### src/rtl/apb_node_pkg.sv
// Shared types and constants for the cut APB node.
package apb_node_pkg;

  typedef enum logic [1:0] {
    S_IDLE   = 2'd0,
    S_SETUP  = 2'd1,
    S_ACCESS = 2'd2,
    S_RESP   = 2'd3
  } state_e;

  // Error response returned upstream: read data all zero, pslverr set.
  localparam logic ERR_PSLVERR    = 1'b1;
  localparam logic ERR_PRDATA_BIT = 1'b0;

  // Width of a port index; a single port still needs one bit.
  function automatic int unsigned idx_width(input int unsigned n);
    return (n > 1) ? $clog2(n) : 1;
  endfunction

endpackage

### src/rtl/apb_node_cut_if.sv
// Upstream, downstream and address-map signals of apb_node_cut.
interface apb_node_cut_if #(
  parameter int unsigned NB_MASTER      = 8,
  parameter int unsigned APB_DATA_WIDTH = 32,
  parameter int unsigned APB_ADDR_WIDTH = 32
);
  localparam int unsigned SW = APB_DATA_WIDTH / 8;

  // upstream
  logic                      psel_i;
  logic                      penable_i;
  logic                      pwrite_i;
  logic [APB_ADDR_WIDTH-1:0] paddr_i;
  logic [APB_DATA_WIDTH-1:0] pwdata_i;
  logic [SW-1:0]             pstrb_i;
  logic [APB_DATA_WIDTH-1:0] prdata_o;
  logic                      pready_o;
  logic                      pslverr_o;

  // downstream
  logic [NB_MASTER-1:0]                     psel_o;
  logic [NB_MASTER-1:0]                     penable_o;
  logic [NB_MASTER-1:0]                     pwrite_o;
  logic [NB_MASTER-1:0][APB_ADDR_WIDTH-1:0] paddr_o;
  logic [NB_MASTER-1:0][APB_DATA_WIDTH-1:0] pwdata_o;
  logic [NB_MASTER-1:0][SW-1:0]             pstrb_o;
  logic [NB_MASTER-1:0][APB_DATA_WIDTH-1:0] prdata_i;
  logic [NB_MASTER-1:0]                     pready_i;
  logic [NB_MASTER-1:0]                     pslverr_i;

  // address map (inclusive ranges)
  logic [NB_MASTER-1:0][APB_ADDR_WIDTH-1:0] START_ADDR_i;
  logic [NB_MASTER-1:0][APB_ADDR_WIDTH-1:0] END_ADDR_i;

  // node side
  modport slave (
    input  psel_i, penable_i, pwrite_i, paddr_i, pwdata_i, pstrb_i,
    output prdata_o, pready_o, pslverr_o,
    output psel_o, penable_o, pwrite_o, paddr_o, pwdata_o, pstrb_o,
    input  prdata_i, pready_i, pslverr_i,
    input  START_ADDR_i, END_ADDR_i
  );

  // environment side (upstream master, downstream slaves, map config)
  modport master (
    output psel_i, penable_i, pwrite_i, paddr_i, pwdata_i, pstrb_i,
    input  prdata_o, pready_o, pslverr_o,
    input  psel_o, penable_o, pwrite_o, paddr_o, pwdata_o, pstrb_o,
    output prdata_i, pready_i, pslverr_i,
    output START_ADDR_i, END_ADDR_i
  );

endinterface

### src/rtl/apb_node_decode.sv
// Combinational address decoder: lowest-index inclusive range match wins.
module apb_node_decode
  import apb_node_pkg::*;
#(
  parameter int unsigned NB_MASTER      = 8,
  parameter int unsigned APB_ADDR_WIDTH = 32,
  parameter int unsigned IDX_W          = idx_width(NB_MASTER)
) (
  input  logic [APB_ADDR_WIDTH-1:0]                 i_addr,
  input  logic [NB_MASTER-1:0][APB_ADDR_WIDTH-1:0]  i_start,
  input  logic [NB_MASTER-1:0][APB_ADDR_WIDTH-1:0]  i_end,
  output logic                                      o_match_c,
  output logic [NB_MASTER-1:0]                      o_sel_c,
  output logic [IDX_W-1:0]                          o_idx_c
);

  // Scan from the top so the lowest matching index is the last one written.
  always_comb begin
    o_match_c = 1'b0;
    o_sel_c   = '0;
    o_idx_c   = '0;
    for (int i = NB_MASTER - 1; i >= 0; i--) begin
      if ((i_start[i] <= i_addr) && (i_addr <= i_end[i])) begin
        o_match_c  = 1'b1;
        o_sel_c    = '0;
        o_sel_c[i] = 1'b1;
        o_idx_c    = IDX_W'(i);
      end
    end
  end

endmodule

### src/rtl/apb_node_cut.sv
// APB 1-to-N node with a full register cut between upstream and downstream.
// Optional access-phase timeout enabled by defining APB_NODE_TIMEOUT_EN.
module apb_node_cut
  import apb_node_pkg::*;
#(
  parameter int unsigned NB_MASTER      = 8,
  parameter int unsigned APB_DATA_WIDTH = 32,
  parameter int unsigned APB_ADDR_WIDTH = 32,
  parameter int unsigned TIMEOUT_CYCLES = 16
) (
  input  logic          clk_i,
  input  logic          rst_i,
  apb_node_cut_if.slave bus
);

  localparam int unsigned SW    = APB_DATA_WIDTH / 8;
  localparam int unsigned IDX_W = idx_width(NB_MASTER);

  // Elaboration-time parameter sanity checks.
  if (NB_MASTER < 1) begin : g_chk_nb
    $error("apb_node_cut: NB_MASTER must be >= 1");
  end
  if ((APB_DATA_WIDTH % 8) != 0) begin : g_chk_dw
    $error("apb_node_cut: APB_DATA_WIDTH must be a multiple of 8");
  end
  if (TIMEOUT_CYCLES < 1) begin : g_chk_to
    $error("apb_node_cut: TIMEOUT_CYCLES must be >= 1");
  end

  state_e                                   r_state;
  logic [IDX_W-1:0]                         r_idx;
  logic [NB_MASTER-1:0]                     r_psel;
  logic [NB_MASTER-1:0]                     r_penable;
  logic [NB_MASTER-1:0]                     r_pwrite;
  logic [NB_MASTER-1:0][APB_ADDR_WIDTH-1:0] r_paddr;
  logic [NB_MASTER-1:0][APB_DATA_WIDTH-1:0] r_pwdata;
  logic [NB_MASTER-1:0][SW-1:0]             r_pstrb;
  logic [APB_DATA_WIDTH-1:0]                r_prdata;
  logic                                     r_pready;
  logic                                     r_pslverr;

`ifdef APB_NODE_TIMEOUT_EN
  localparam int unsigned TOUT_W = $clog2(TIMEOUT_CYCLES + 1);
  logic [TOUT_W-1:0] r_tout;
`endif

  logic                 w_match;
  logic [NB_MASTER-1:0] w_sel;
  logic [IDX_W-1:0]     w_idx;

  apb_node_decode #(
    .NB_MASTER      (NB_MASTER),
    .APB_ADDR_WIDTH (APB_ADDR_WIDTH),
    .IDX_W          (IDX_W)
  ) u_decode (
    .i_addr    (bus.paddr_i),
    .i_start   (bus.START_ADDR_i),
    .i_end     (bus.END_ADDR_i),
    .o_match_c (w_match),
    .o_sel_c   (w_sel),
    .o_idx_c   (w_idx)
  );

  // Transfer FSM; every output is a flop, response flops pulse for one cycle.
  always_ff @(posedge clk_i or posedge rst_i) begin
    if (rst_i) begin
      r_state   <= S_IDLE;
      r_idx     <= '0;
      r_psel    <= '0;
      r_penable <= '0;
      r_pwrite  <= '0;
      r_paddr   <= '0;
      r_pwdata  <= '0;
      r_pstrb   <= '0;
      r_prdata  <= '0;
      r_pready  <= 1'b0;
      r_pslverr <= 1'b0;
`ifdef APB_NODE_TIMEOUT_EN
      r_tout    <= '0;
`endif
    end else begin
      r_pready  <= 1'b0;
      r_pslverr <= 1'b0;
      r_prdata  <= '0;
      case (r_state)
        S_IDLE: begin
          if (bus.psel_i && !bus.penable_i) begin
            if (w_match) begin
              r_idx     <= w_idx;
              r_psel    <= w_sel;
              r_penable <= '0;
              for (int i = 0; i < NB_MASTER; i++) begin
                r_pwrite[i] <= w_sel[i] & bus.pwrite_i;
                r_paddr[i]  <= w_sel[i] ? bus.paddr_i  : '0;
                r_pwdata[i] <= w_sel[i] ? bus.pwdata_i : '0;
                r_pstrb[i]  <= w_sel[i] ? bus.pstrb_i  : '0;
              end
              r_state <= S_SETUP;
            end else begin
              r_pready  <= 1'b1;
              r_pslverr <= ERR_PSLVERR;
              r_prdata  <= {APB_DATA_WIDTH{ERR_PRDATA_BIT}};
              r_state   <= S_RESP;
            end
          end
        end
        S_SETUP: begin
          r_penable <= r_psel;
`ifdef APB_NODE_TIMEOUT_EN
          r_tout    <= '0;
`endif
          r_state   <= S_ACCESS;
        end
        S_ACCESS: begin
          if (bus.pready_i[r_idx]) begin
            r_pready  <= 1'b1;
            r_pslverr <= bus.pslverr_i[r_idx];
            r_prdata  <= bus.pslverr_i[r_idx] ? {APB_DATA_WIDTH{ERR_PRDATA_BIT}}
                                              : bus.prdata_i[r_idx];
            r_psel    <= '0;
            r_penable <= '0;
            r_pwrite  <= '0;
            r_paddr   <= '0;
            r_pwdata  <= '0;
            r_pstrb   <= '0;
            r_state   <= S_RESP;
          end
`ifdef APB_NODE_TIMEOUT_EN
          else if (r_tout == TOUT_W'(TIMEOUT_CYCLES - 1)) begin
            // Last allowed wait cycle: abandon the slave and report an error.
            r_tout    <= r_tout + TOUT_W'(1);
            r_pready  <= 1'b1;
            r_pslverr <= ERR_PSLVERR;
            r_prdata  <= {APB_DATA_WIDTH{ERR_PRDATA_BIT}};
            r_psel    <= '0;
            r_penable <= '0;
            r_pwrite  <= '0;
            r_paddr   <= '0;
            r_pwdata  <= '0;
            r_pstrb   <= '0;
            r_state   <= S_RESP;
          end else begin
            r_tout <= r_tout + TOUT_W'(1);
          end
`endif
        end
        S_RESP: begin
          r_state <= S_IDLE;
        end
        default: begin
          r_state <= S_IDLE;
        end
      endcase
    end
  end

  assign bus.psel_o    = r_psel;
  assign bus.penable_o = r_penable;
  assign bus.pwrite_o  = r_pwrite;
  assign bus.paddr_o   = r_paddr;
  assign bus.pwdata_o  = r_pwdata;
  assign bus.pstrb_o   = r_pstrb;
  assign bus.prdata_o  = r_prdata;
  assign bus.pready_o  = r_pready;
  assign bus.pslverr_o = r_pslverr;

endmodule

### src/flat_wrapper.sv
// flat-port wrapper written by rule: the top's interface ports become plain ports
module apb_node_cut_flat import apb_node_pkg::*;
#(
  parameter int unsigned NB_MASTER      = 8,
  parameter int unsigned APB_DATA_WIDTH = 32,
  parameter int unsigned APB_ADDR_WIDTH = 32,
  parameter int unsigned TIMEOUT_CYCLES = 16
)
  (clk_i, rst_i, bus_psel_i, bus_penable_i, bus_pwrite_i, bus_paddr_i, bus_pwdata_i, bus_pstrb_i, bus_prdata_o, bus_pready_o, bus_pslverr_o, bus_psel_o, bus_penable_o, bus_pwrite_o, bus_paddr_o, bus_pwdata_o, bus_pstrb_o, bus_prdata_i, bus_pready_i, bus_pslverr_i, bus_START_ADDR_i, bus_END_ADDR_i);
  apb_node_cut_if #(.NB_MASTER(NB_MASTER), .APB_DATA_WIDTH(APB_DATA_WIDTH), .APB_ADDR_WIDTH(APB_ADDR_WIDTH)) bus_i ();
  input  logic clk_i;
  input  logic rst_i;
  input wire logic [$bits(bus_i.psel_i)-1:0] bus_psel_i;
  input wire logic [$bits(bus_i.penable_i)-1:0] bus_penable_i;
  input wire logic [$bits(bus_i.pwrite_i)-1:0] bus_pwrite_i;
  input wire logic [$bits(bus_i.paddr_i)-1:0] bus_paddr_i;
  input wire logic [$bits(bus_i.pwdata_i)-1:0] bus_pwdata_i;
  input wire logic [$bits(bus_i.pstrb_i)-1:0] bus_pstrb_i;
  output wire logic [$bits(bus_i.prdata_o)-1:0] bus_prdata_o;
  output wire logic [$bits(bus_i.pready_o)-1:0] bus_pready_o;
  output wire logic [$bits(bus_i.pslverr_o)-1:0] bus_pslverr_o;
  output wire logic [$bits(bus_i.psel_o)-1:0] bus_psel_o;
  output wire logic [$bits(bus_i.penable_o)-1:0] bus_penable_o;
  output wire logic [$bits(bus_i.pwrite_o)-1:0] bus_pwrite_o;
  output wire logic [$bits(bus_i.paddr_o)-1:0] bus_paddr_o;
  output wire logic [$bits(bus_i.pwdata_o)-1:0] bus_pwdata_o;
  output wire logic [$bits(bus_i.pstrb_o)-1:0] bus_pstrb_o;
  input wire logic [$bits(bus_i.prdata_i)-1:0] bus_prdata_i;
  input wire logic [$bits(bus_i.pready_i)-1:0] bus_pready_i;
  input wire logic [$bits(bus_i.pslverr_i)-1:0] bus_pslverr_i;
  input wire logic [$bits(bus_i.START_ADDR_i)-1:0] bus_START_ADDR_i;
  input wire logic [$bits(bus_i.END_ADDR_i)-1:0] bus_END_ADDR_i;
  assign bus_i.psel_i = bus_psel_i;
  assign bus_i.penable_i = bus_penable_i;
  assign bus_i.pwrite_i = bus_pwrite_i;
  assign bus_i.paddr_i = bus_paddr_i;
  assign bus_i.pwdata_i = bus_pwdata_i;
  assign bus_i.pstrb_i = bus_pstrb_i;
  assign bus_prdata_o = bus_i.prdata_o;
  assign bus_pready_o = bus_i.pready_o;
  assign bus_pslverr_o = bus_i.pslverr_o;
  assign bus_psel_o = bus_i.psel_o;
  assign bus_penable_o = bus_i.penable_o;
  assign bus_pwrite_o = bus_i.pwrite_o;
  assign bus_paddr_o = bus_i.paddr_o;
  assign bus_pwdata_o = bus_i.pwdata_o;
  assign bus_pstrb_o = bus_i.pstrb_o;
  assign bus_i.prdata_i = bus_prdata_i;
  assign bus_i.pready_i = bus_pready_i;
  assign bus_i.pslverr_i = bus_pslverr_i;
  assign bus_i.START_ADDR_i = bus_START_ADDR_i;
  assign bus_i.END_ADDR_i = bus_END_ADDR_i;
  apb_node_cut #(.NB_MASTER(NB_MASTER), .APB_DATA_WIDTH(APB_DATA_WIDTH), .APB_ADDR_WIDTH(APB_ADDR_WIDTH), .TIMEOUT_CYCLES(TIMEOUT_CYCLES)) u_core (.clk_i(clk_i), .rst_i(rst_i), .bus(bus_i));
endmodule
### config.mk
export PLATFORM = sky130hd
export DESIGN_NAME = apb_node_cut_flat
export DESIGN_NICKNAME = d
export VERILOG_FILES = /design/src/rtl/apb_node_pkg.sv /design/src/rtl/apb_node_cut_if.sv /design/src/rtl/apb_node_decode.sv /design/src/rtl/apb_node_cut.sv /design/src/flat_wrapper.sv
export SDC_FILE = /design/constraint.sdc
export NUM_CORES = 2
export LEC_CHECK = 0
export CAP_MARGIN = 20
export CORE_AREA = 3 3 568 570
export CTS_CLUSTER_DIAMETER = 50
export DETAILED_ROUTE_END_ITERATION = 8
export DIE_AREA = 0 0 571 573
export GPL_TIMING_DRIVEN = 0
export SLEW_MARGIN = 20
export SYNTH_ARGS = -nofsm -noshare
export SYNTH_HDL_FRONTEND = slang
export SYNTH_HIERARCHICAL = 1
export SYNTH_SLANG_ARGS = --single-unit
### constraint.sdc
create_clock -name clk_i -period 26.5 [get_ports clk_i]
set_input_delay 3.975 -clock clk_i [delete_from_list [all_inputs] [get_ports clk_i]]
set_output_delay 3.975 -clock clk_i [all_outputs]
set_load 0.01 [all_outputs]
**Yosys cells after proc, flatten, opt, wreduce, memory -nomap -nowiden**

Cells that the tools add are included.

- Bits in registers: 607
- Bits in latches: 0
- Bits in writable memories: 0
- ROM bits: 0
- Input port bits: 857
- Output and inout bits: 602
- Memories: 0

- Add/sub/neg operators: 0
- $mul: 0
- Div/mod/pow operators: 0
- Order comparisons: 17
- Equality and inequality tests: 6
- Shift operators: 0
- Muxes and demuxes: 88
- Bitwise operators: 8
- Reduce and logical (&&, ||, !) cells: 17

Operators by type and width:

| kind | number |
|---|---|
| $mux W256 | 5 |
| $pmux W256 S2 | 2 |
| $mux W32 | 23 |
| $le A32 B32 Y1 | 16 |
| $mux W8 | 15 |
| $bmux W32 S3 | 1 |
| $pmux W32 S2 | 1 |
| $mux W4 | 8 |
| $pmux W8 S2 | 2 |
| $mux W3 | 8 |
| $pmux W8 S3 | 1 |
| $mux W1 | 14 |
| $logic_and A1 B1 Y1 | 9 |
| $and A1 B1 Y1 | 8 |
| $pmux W2 S4 | 1 |
| $reduce_and A4 Y1 | 2 |
| $bmux W1 S3 | 2 |
| $mux W2 | 3 |
| $eq A2 B2 Y1 const B | 2 |
| $lt A3 B4 Y1 const B | 1 |
| $ne A2 B1 Y1 const B | 2 |
| $pmux W1 S2 | 2 |
| $reduce_and A3 Y1 | 1 |
| $reduce_bool A3 Y1 | 1 |
| 6 further kinds | 6 |

**Depth between registers and ports, before layout**

- Word-level depth: 14
- Gate-level depth with buffers: 19
- Mapped depth without buffers: 15

**Cells and area by module**

The synthesis kept the hierarchy.

By module, submodules not included:

| module | times used | cells an instance | area each (µm²) | seq. area each (µm²) |
|---|---|---|---|---|
| apb_node_cut | 1 | 1592 | 23575.1 | 15189.6 |
| apb_node_decode | 1 | 1615 | 12283.0 | 0.0 |

**Least setup slack after synthesis**

OpenSTA, ideal clock, no wires.

- Path kind: input to register
- From: in bus_paddr_i[29]
- To: reg u_core.r_pwdata (netlist bit u_core/bus.pwdata_o[47])
- Data arrival time: 7396 ps
- Required time: 26379 ps
- Path slack: 18983 ps
- Stages on the path: 19
- Buffers on the path: 4
- Cell sequence: inv_1 > ha_1 > nand4_1 > or3_1 > or4_4 > a31oi_1 > nor4_1 > o22a_2 > nor3b_2 > nand3b_1 > nand2_1 > or2_2 > clkbuf_1 > nor2_1 > and2_1 > buf_2 > buf_4 > buf_2 > a22o_1

RTL lines:

| item | RTL line | text |
|---|---|---|
| start: declaration | flat_wrapper.sv:16 | `input wire logic [$bits(bus_i.paddr_i)-1:0] bus_paddr_i;` |
| $le A32 B32 Y1 | apb_node_decode.sv:23 | `if ((i_start[i] <= i_addr) && (i_addr <= i_end[i])) begin` |
| $logic_and A1 B1 Y1 | apb_node_decode.sv:23 |  |
| $mux W1 (7 in series) | apb_node_decode.sv:23 |  |
| $mux W1 (*) | apb_node_decode.sv:23 |  |
| named net u_core.w_match | apb_node_cut.sv:47 | `logic w_match;` |
| $ne A2 B2 Y1 (no line) (*) | - |  |
| $reduce_and A4 Y1 (no line) (*) | - |  |
| end signal: indexed assignment | apb_node_cut.sv:95 | `r_pwdata[i] <= w_sel[i] ? bus.pwdata_i : '0;` |
| end: declaration | apb_node_cut.sv:36 | `logic [NB_MASTER-1:0][APB_DATA_WIDTH-1:0] r_pwdata;` |

The timed path passes the listed nets; every way through them passes the cells marked *. The select of a mux whose other input is x is not followed.
A chain may end at the register's enable or synchronous reset.

**Worst setup path after layout**

- From: in bus_paddr_i[19]
- To: reg u_core.r_pwdata (netlist bit u_core/bus.pwdata_o[58])

The elaborated chain is that of the path after synthesis.

==> results by group <==
Synth
  – Post-synth EDFFs: 0
  – Main combinational cell family by area after synthesis: compound AO/OA/AOI/OAI gates
  – XOR/XNOR Fraction of Synth Area: 0
  – Synth Area in Simple Gates: 0.0638
  – Synth Flop Type: dfrtp_1
  – Post-synthesis register bit count: just over 600
  – Post-Synth Adder-Cell Area: 0.180
  – Synth Cell Area: 35900 sq um
  – Synth Net Count: 4579
  – Post-synthesis compound-gate area fraction: 0.218
  – Async SR Flop Fraction: 1.00
  – Mux share of post-synthesis cell area: 0.0525
  – Gate Count Post-Synth: 3207
  – Sequential area share after synthesis: 0.424
  – Cell variety after synth: 74
  – Synth warn: 6
  – Syn Area/Cell: 11.2 sq um

Die
  – Die H: 573 microns
  – Core Rows: 207
  – Die ar.: 327000 sq um
  – Ports: 1459
  – Core ar.: 318000 sq um
  – Initial Util: 0.113
  – Die Wd: 571 microns

Setup path
  – Top delay family on crit path: buffers and inverters
  – WP data required: 27.14 ns
  – Max incr delay on CP: 1.21 ns
  – Startpoint type of the worst setup path: input pin
  – Critical path type: in2reg
  – Crit path buffers/inverters: 5
  – Worst Path Max Fanout: 10
  – CP dominant cell by count: clkbuf_1
  – Critical Path AT: 11.72 ns
  – CP max-delay cell: clkdlybuf4s50_1
  – Worst Setup End Kind: register
  – CP Cell Sequence: clkdlybuf4s50_1 > inv_1 > ha_1 > nand4_1 > or4_1 > o22ai_1 > o2bb2ai_2 > nand3b_1 > nand2_1 > or2_2 > clkbuf_1 > nor2_1 > and2_1 > buf_2 > clkbuf_1 > a22o_1

Drt
  – WL per Instance: 34.1 microns
  – Via count: 35661
  – Vias per inst: just under 4
  – Detail Route Antenna Nets: 0
  – Drt first pass iters: 5
  – Final wirelength: 309000 microns
  – Residual DRC: 0
  – Initial DRC Count: approximately 2800

Clock tree
  – CTS Sinks: approximately 600
  – Clock transition at path regs: 0.05 ns
  – H-tree Lvls: 3
  – Post-CTS Setup Inserts: 0
  – Max clock buf depth: 3
  – CTS root buf: clkbuf_16
  – Insertion delay to the later sink of the worst-skew pair: approximately 0.74 ns
  – CTS tree: done
  – TritonCTS buffer count: 90
  – CTS resizes: 0
  – Hold_buf cts: 0

Placed design
  – # port buffers: 1422
  – Routability cong.: 0.936
  – Final HPWL DP: 267000 microns

STA
  – Tcrit/Tclk final: 0.418
  – Slew @ Worst Pin: 1.28 ns
  – Final Hold Fails: 0
  – Clock skew: 0.0636 ns
  – Min Tclk post-route: 11.09 ns
  – Setup-failing EPs final: 0
  – RSZ-0062 raised after global routing: false
  – Setup tns final: 0 ns
  – Max Freq: 90.2 MHz
  – Final Max Tran Viols: 0
  – Slew Limit Headroom: 0.119

Power and ir drop
  – Design Power: 4010 uW
  – Logic pwr share: 0.415
  – Reg power frac: 0.271
  – Cell area power density: 67.2 nW/um^2
  – P_leak: 0.0264 uW
  – Sw power: around 1600 uW
  – Clock power share: 0.314
  – Internal power: 2380 uW
  – Worst VDD drop: 0.0513 mV
  – Net Sw Frac: 0.407

Job
  – Max-cap violation count: 0

Outcome
  – Status: complete, no violations

Final layout
  – Layout cell share with drive strength beyond 1: 0.0989
  – Area Overhead vs Synth: 66.5%
  – Util after Layout: 0.188
  – NumNets Final: about 6000

Min path
  – Hold Path Class: reg2reg

Global routing
  – Largest net degree at the start of global routing: 101
  – Vias in the first global route: roughly 36000
  – First-pass GRT wire length: approximately 380000 microns
  – Total grt overflow: 0
  – Number of antenna violations at the first check in global routing: 164
  – Total GRT Usage: 0.181
==> state kept, by name, summed over array words and instances, names as in the netlist <==
signal,flops
u_core/bus.pwdata_o,256
u_core/r_idx,3
u_core/bus.prdata_o,32
u_core/bus.psel_o,8
u_core/bus.paddr_o,256
u_core/bus.penable_o,8
u_core/r_state,2
u_core/bus.pslverr_o,1
u_core/bus.pstrb_o,32
u_core/bus.pwrite_o,8
u_core/bus.pready_o,1
==> cell usage in the layout (no fill, tap or decap), types with 66 or more instances in the layout <==
cell	count
clkdlybuf4s50_1	1396
dfrtp_1	607
a22o_1	552
ha_1	515
inv_1	301
a21oi_1	170
buf_2	118
nand2_1	100
nand4_1	98
a21o_1	92
clkbuf_16	90
o21ai_0	75
nor2_1	74
mux4_2	66
==> cells in the mapped netlist, drive strengths merged (9+ instances only) <==
| master | number | area [sq um] |
|---|---|---|
| o21a | 19 | 143 |
| a221oi | 10 | 87.6 |
| and4 | 11 | 96.3 |
| nor4 | 17 | 113 |
| a21oi | 175 | 876 |
| mux2i | 34 | 340 |
| buf | 161 | 872 |
| o211ai | 15 | 113 |
| a22o | 552 | 4830 |
| ha | 515 | 6440 |
| or2 | 9 | 56.3 |
| nand2b | 9 | 56.3 |
| o21ai | 78 | 390 |
| nand3 | 45 | 225 |
| mux4 | 66 | 1490 |
| inv | 303 | 1140 |
| a211oi | 15 | 113 |
| a21o | 92 | 691 |
| clkbuf | 59 | 223 |
| dfrtp | 607 | 15200 |
| nor3 | 19 | 95.1 |
| and2 | 10 | 62.6 |
| nor2b | 21 | 131 |
| nand4 | 98 | 613 |
| nor2 | 74 | 278 |
| nand2 | 100 | 375 |
==> power groups by stage <==
stage                     Clock [uW]  Combinational (uW)  Sequential [uW]
after global placement             0                1670             1100
after detailed placement           0                1690             1100
after CTS                       1300                1700             1090
final                           1260                1660             1090
after global routing            1330                1760             1100
after floorplan                    0                 651             1130
==> logic make-up after synthesis <==
kind of cell               Yosys count
AOI/OAI and AO/OA                 1020
adders and majority gates          515
buffers and inverters              523
DFF                                607
muxes                              105
and+or+nand+nor                    437
==> metal layers <==
metal  GRT usage  up-vias  routed length, microns
li1            -    15355                       -
met1       0.202    17581                  114000
met2       0.311     2135                  149000
met3      0.0620      496                   30400
met4      0.0798       94                   14500
met5           0        -                     631
==> final cells by class <==
cell class	count	area, sq um
Tap cell	4180	5230
Inverter	303	1140
Sequential cell	607	15200
Timing Repair Buffer	1475	15200
Antenna cell	55	138
Buffer	220	1160
Multi-Input combinational cell	2077	18500
Clock inverter	54	754
Clock buffer	108	2390
Fill cell	34954	258000
==> stage by stage <==
step	area, sq um	setup WS [ns]	std cells	hold WS, ns
3_5_place_dp	56400	14.29	8862	0.481
4_1_cts	59600	15.06	9024	0.500
6_report	59700	15.41	9079	0.497
2_1_floorplan	35900	5.53	3207	0.503
3_3_place_gp	55300	-4.50	8809	0.482
5_1_grt	59600	14.91	9051	0.509
==> worst paths after layout <==
| kind | start | endpoint | slack (ns) | depth (start not counted) |
|---|---|---|---|---|
| worst max-delay path | bus_paddr_i[19] | u_core/bus.pwdata_o[58] | 15.41 | 16 |
| worst min-delay path | u_core/bus.paddr_o[90] | u_core/bus.paddr_o[90] | 0.50 | 1 |
| worst max register to register | u_core/r_idx[1] | u_core/bus.prdata_o[0] | 22.22 | 6 |
| worst min register to register | u_core/bus.paddr_o[90] | u_core/bus.paddr_o[90] | 0.50 | 1 |
| max in group asynchronous | rst_i | u_core/bus.paddr_o[27] | 20.50 | 6 |
| min in group asynchronous | rst_i | u_core/bus.pwdata_o[249] | 3.60 | 2 |
Power figures use the tool's default switching activity.
